===== config.mk =====
export PLATFORM = sky130hd
export DESIGN_NAME = rr_decode_arbiter
export DESIGN_NICKNAME = d
export VERILOG_FILES = /design/src/rtl/arb_pkg.sv /design/src/rtl/rr_decode_arbiter_dec.sv /design/src/rtl/rr_decode_arbiter.sv
export SDC_FILE = /design/constraint.sdc
export NUM_CORES = 1
export LEC_CHECK = 0
export BUFFER_PORTS_ARGS = -buffer_cell sky130_fd_sc_hd__buf_4
export CAP_MARGIN = 15
export CORE_MARGIN = 3
export CORE_UTILIZATION = 26
export CTS_CLUSTER_DIAMETER = 100
export CTS_CLUSTER_SIZE = 14
export DETAILED_ROUTE_END_ITERATION = 6
export PLACE_DENSITY = 0.4
export SLEW_MARGIN = 20
export SYNTH_ARGS = -nofsm -noshare
export SYNTH_HDL_FRONTEND = slang
export SYNTH_SLANG_ARGS = --single-unit

===== constraint.sdc =====
create_clock -name clk -period 3.8 [get_ports clk]
set_input_delay 1.14 -clock clk [delete_from_list [all_inputs] [get_ports clk]]
set_output_delay 1.14 -clock clk [all_outputs]
set_load 0.01 [all_outputs]

===== src/rtl/arb_pkg.sv =====
// Shared types and the round-robin search used by the decoder-select arbiter.
package arb_pkg;

    localparam int IDXW_DEF = 3;
    localparam int NREQ_DEF = 8;

    typedef enum logic [1:0] {
        IDLE    = 2'd0,
        GRANT   = 2'd1,
        RELEASE = 2'd2
    } arb_state_t;

    typedef struct packed {
        logic                found;
        logic [IDXW_DEF-1:0] idx;
    } pick_t;

    // First set request at or above ptr, wrapping at nreq; lowest offset wins.
    function automatic pick_t rr_pick(input logic [NREQ_DEF-1:0] req,
                                      input logic [IDXW_DEF-1:0] ptr,
                                      input int                  nreq);
        pick_t res;
        int    cand;
        res = '0;
        for (int k = NREQ_DEF - 1; k >= 0; k--) begin
            if (k < nreq) begin
                cand = (int'(ptr) + k) % nreq;
                if (req[cand[IDXW_DEF-1:0]]) begin
                    res.found = 1'b1;
                    res.idx   = cand[IDXW_DEF-1:0];
                end
            end
        end
        return res;
    endfunction

endpackage


===== src/rtl/rr_decode_arbiter_dec.sv =====
// Index-to-one-hot decoder driving the chip-select/enable fabric.
module rr_decode_arbiter_dec #(
    parameter int IDXW = 3,
    parameter int NOUT = 8
) (
    input  logic [IDXW-1:0] a,
    output logic [NOUT-1:0] y
);

    always_comb begin
        y    = '0;
        y[a] = 1'b1;
    end

endmodule


===== src/rtl/rr_decode_arbiter.sv =====
// Round-robin arbiter sharing one decoder select among NREQ requesters,
// with optional hold-time preemption and a dead cycle between grants.
module rr_decode_arbiter
    import arb_pkg::*;
#(
    parameter int NREQ     = NREQ_DEF,
    parameter int IDXW     = IDXW_DEF,
    parameter int MAX_HOLD = 4
) (
    input  logic            clk,
    input  logic            rst,
    input  logic [NREQ-1:0] req,
    output logic            gnt_valid,
    output logic [IDXW-1:0] gnt_idx,
    output logic [NREQ-1:0] gnt_onehot,
    output logic            preempt,
    output logic            busy
);

    localparam int HCW = (MAX_HOLD < 1) ? 1 : $clog2(MAX_HOLD + 1);
    localparam logic [HCW-1:0] HOLD_LAST = (MAX_HOLD < 1) ? '0 : HCW'(MAX_HOLD - 1);

    arb_state_t      state, nstate;
    logic [IDXW-1:0] ptr, ptr_d, idx_d;
    logic [HCW-1:0]  hold_cnt, hold_d;
    logic            valid_d, preempt_d, busy_d;
    logic [NREQ-1:0] dec_y;
    logic [NREQ_DEF-1:0] req_ext;
    logic [IDXW_DEF-1:0] ptr_ext;
    pick_t           pick;
    logic            rel, others, pre_hit;

    rr_decode_arbiter_dec #(.IDXW(IDXW), .NOUT(NREQ)) u_dec (
        .a (gnt_idx),
        .y (dec_y)
    );

    assign gnt_onehot = dec_y & {NREQ{gnt_valid}};

    always_comb begin
        req_ext             = '0;
        req_ext[NREQ-1:0]   = req;
        ptr_ext             = '0;
        ptr_ext[IDXW-1:0]   = ptr;
        pick    = rr_pick(req_ext, ptr_ext, NREQ);
        rel     = ~req[gnt_idx];
        others  = |(req & ~dec_y);
        pre_hit = (MAX_HOLD != 0) && (hold_cnt == HOLD_LAST) && others;
    end

    always_ff @(posedge clk or negedge rst) begin
        if (!rst) begin
            state     <= IDLE;
            gnt_valid <= 1'b0;
            gnt_idx   <= '0;
            ptr       <= '0;
            hold_cnt  <= '0;
            preempt   <= 1'b0;
            busy      <= 1'b0;
        end else begin
            state     <= nstate;
            gnt_valid <= valid_d;
            gnt_idx   <= idx_d;
            ptr       <= ptr_d;
            hold_cnt  <= hold_d;
            preempt   <= preempt_d;
            busy      <= busy_d;
        end
    end

    always_comb begin
        nstate = state;
        unique case (state)
            IDLE:    if (pick.found) nstate = GRANT;
            GRANT:   if (rel || pre_hit) nstate = RELEASE;
            RELEASE: nstate = IDLE;
            default: nstate = IDLE;
        endcase
    end

    // A release coinciding with a preemption is reported as a normal release.
    always_comb begin
        valid_d   = (nstate == GRANT);
        busy_d    = (nstate != IDLE);
        idx_d     = gnt_idx;
        ptr_d     = ptr;
        hold_d    = '0;
        preempt_d = 1'b0;
        unique case (state)
            IDLE: begin
                if (pick.found) idx_d = pick.idx[IDXW-1:0];
            end
            GRANT: begin
                preempt_d = pre_hit && !rel;
                if (nstate == GRANT)
                    hold_d = (hold_cnt == HOLD_LAST) ? hold_cnt : hold_cnt + HCW'(1);
            end
            RELEASE: begin
                ptr_d = gnt_idx + IDXW'(1);
            end
            default: ;
        endcase
    end

endmodule


==> reports/metrics.csv <==
metric,value,unit
post-synthesis compound-gate area fraction,0.199,
port bufs,23,
Post-CTS Setup Bufs,0,
WS Path Type,in -> reg,
main combinational cell family by area after synthesis,multiplexers,
CP endpoint kind,flop,
FILL cells,660,
largest net degree at the start of global routing,21,
1st-iter DRT viols,96,
Max Transition Viols Final,0,
adder-cell share of the synthesized area,0.0372,
die height,86.5,um
Worst R2R End,gnt_idx[0],
CP peak stage delay,0.62,ns
clock skew,0.00318,ns
CP max stage cell,mux4_1,
die area,7470,um2
worst skew pair latency,0.24,ns
placed cell areas,1890,um2
WL/cell,17.7,um
Synth area leader,dfrtp_1,
final period utilization,0.768,
status,"complete, no violations",
DIE WIDTH,86.5,um
total track usage,0.138,
final wirelength,4970,um
Tmin final,2.92,ns
IO Count,24,
arrival time worst endpoint,3.09,ns
Rows,28,
DRC,0,
Tightest Hold Check Type,reg -> reg,
starting density of the core,0.276,
vias per cell,5.69,
YS warnings,0,
max cap viols,0,
DR pass1 iterations,4,
Clock Path Buffers,2,
Hold Slack,0.491,ns
Startpoint Class,input port,
worst slew pin tran,0.878,ns
post-cts resize count,0,
simple logic cell fraction of the synthesized area,0.184,
#FFs+latches synth,14,
Syn Nets,209,
setup TNS,0,ns
CTS root buffer,clkbuf_8,
Mean Syn Cell Area,8.67,um2
final hold violations,0,
Mapped Area,1680,um2
number of synthesized flops with an enable pin,0,
area grow syn2layout,15.7,%
setup violators final,0,
Synth top cells by count,"19 x nor2_1, 16 x a21oi_1, 14 x dfrtp_1, 14 x nand2_1, 12 x clkbuf_1",
worst path bufs/invs,1,
Fmax,0.342,GHz
sequential element share of the synthesized area,0.208,
cell family contributing the most delay on the critical path,multiplexers,
via count,1598,
RSZ-0062 raised after global routing,false,
design area,1950,um2
Pwr Total,1.79,mW
vias in the first global route,1588,
ANT cells,0,
power per cell area,921,nW/um2
peak supply drop,264,uV
CTS buffer count,3,
Sink Count,14,
XOR/XNOR Fraction of Synth Area,0.0260,
TritonCTS clock tree,yes,
number of distinct library cells after synthesis,44,
R2R Path Start,ptr[0],
global placer's final weighted congestion,0.883,
CP cell instances,buf_4 -> mux4_1 -> mux2_4 -> o21ai_1 -> a21oi_1 -> or4_1 -> a31oi_1,
H-tree depth,1,
Worst Setup SP,req[3],
required time worst endpoint,3.97,ns
synth top area cells,"dfrtp_1 21%, mux4_2 11%, mux4_1 7.8%",
Slew headroom,0.410,
CORE AREA,6100,um2
Post-CTS Hold Fix Bufs,0,
gr ovfl total,0,
mux cell area share after synthesis,0.274,
crit path capture,gnt_idx[0],
top-area cell type share of the netlist area,0.208,
reg2reg setup slack,1.18,ns
Static Leak,0.813,nW
initial antenna violation count,0,
remaining antenna violation count,0,
synthesized instance count,194,
Main synth FF type,dfrtp_1,
CTS clock-pin slew for the worst setup and hold paths,0.06,ns
nets@finish,222,
ys async rst share,1.00,
Crit. path cell count,7,
CP max FO,11,
first-pass GRT wire length,8380,um
share of post-route cells with drive strength above 1,0.214,
"count leader, synth",nor2_1,
worst reg2reg path depth,7,
post-DP HPWL,3690,um
cells in the final DEF, fill, tap and decap left out, types with 2 or more instances in the layout:
cell and count:
o22ai_1 4, xor2_1 2, mux4_1 5, or4_1 2, a221oi_1 4, nand3_1 3
mux4_2 8, dfrtp_1 14, or3b_2 2, inv_1 11, nor3_1 9, mux2_2 3
clkbuf_8 4, a21oi_1 16, o21ai_0 7, mux2i_1 10, ha_1 5, nor2_1 19
nand2_1 14, a31oi_1 2, nand2b_1 6, a211oi_1 4, nor4_1 3, buf_4 26
xnor2_1 3, nand3b_1 2, nor3b_1 2, a211o_1 2
kinds of logic after synthesis:
kind of cell	after synthesis
AO/OA/AOI/OAI	51
flip-flops	14
adder cells (fa/ha/maj)	5
AND/OR/NAND/NOR	63
XOR/XNOR	5
multiplexers	27
buffers and inverters	29
state kept, by name, summed over array words and instances (netlist names):
| name | cells |
|---|---|
| gnt_idx | 3 |
| preempt | 1 |
| ptr | 3 |
| state | 2 |
| busy | 1 |
| hold_cnt | 3 |
| gnt_valid | 1 |
final cells by class:
cell class	instances	area [um2]	share of cell area
inverters	11	41.3	0.0212
flip-flops and latches	14	350	0.180
multi-input cells	151	1210	0.622
clock buffers	4	55.1	0.0283
repair buffers	26	195	0.100
well taps	75	93.8	0.0482
per-layer routing:
metal	part of all wire	global-route usage	vias to the layer above	wire, um
met1	0.47	0.193	794	2360
met5	0	0	-	0
met2	0.48	0.227	41	2410
met4	0.010	0.0255	0	51
li1	-	-	757	-
met3	0.031	0.0190	6	156
power breakdown:
| group | switching, mW | leakage (nW) | internal (mW) |
|---|---|---|---|
| logic | 0.719 | 0.612 | 0.595 |
| registers | 0.130 | 0.173 | 0.205 |
| clock network | 0.0528 | 0.0288 | 0.0916 |
| total | 0.902 | 0.813 | 0.892 |
worst min path at each step:
stage,start,to,depth (start not counted)
after floorplan,state[1],busy,1
after global placement,state[1],busy,1
after detailed placement,state[1],busy,1
after CTS,state[1],busy,1
after global routing,state[1],busy,1
final,state[1],busy,1
per-stage QoR:
step | util | instances | worst slack [ns]
floorplan | - | 194 | 0.851
global placement | 0.310 | 277 | 0.697
detailed placement | 0.310 | 277 | 0.643
CTS | 0.319 | 281 | 0.886
global route | 0.319 | 281 | 0.781
finish | 0.319 | 281 | 0.880
(Power assumes the default switching activity.)
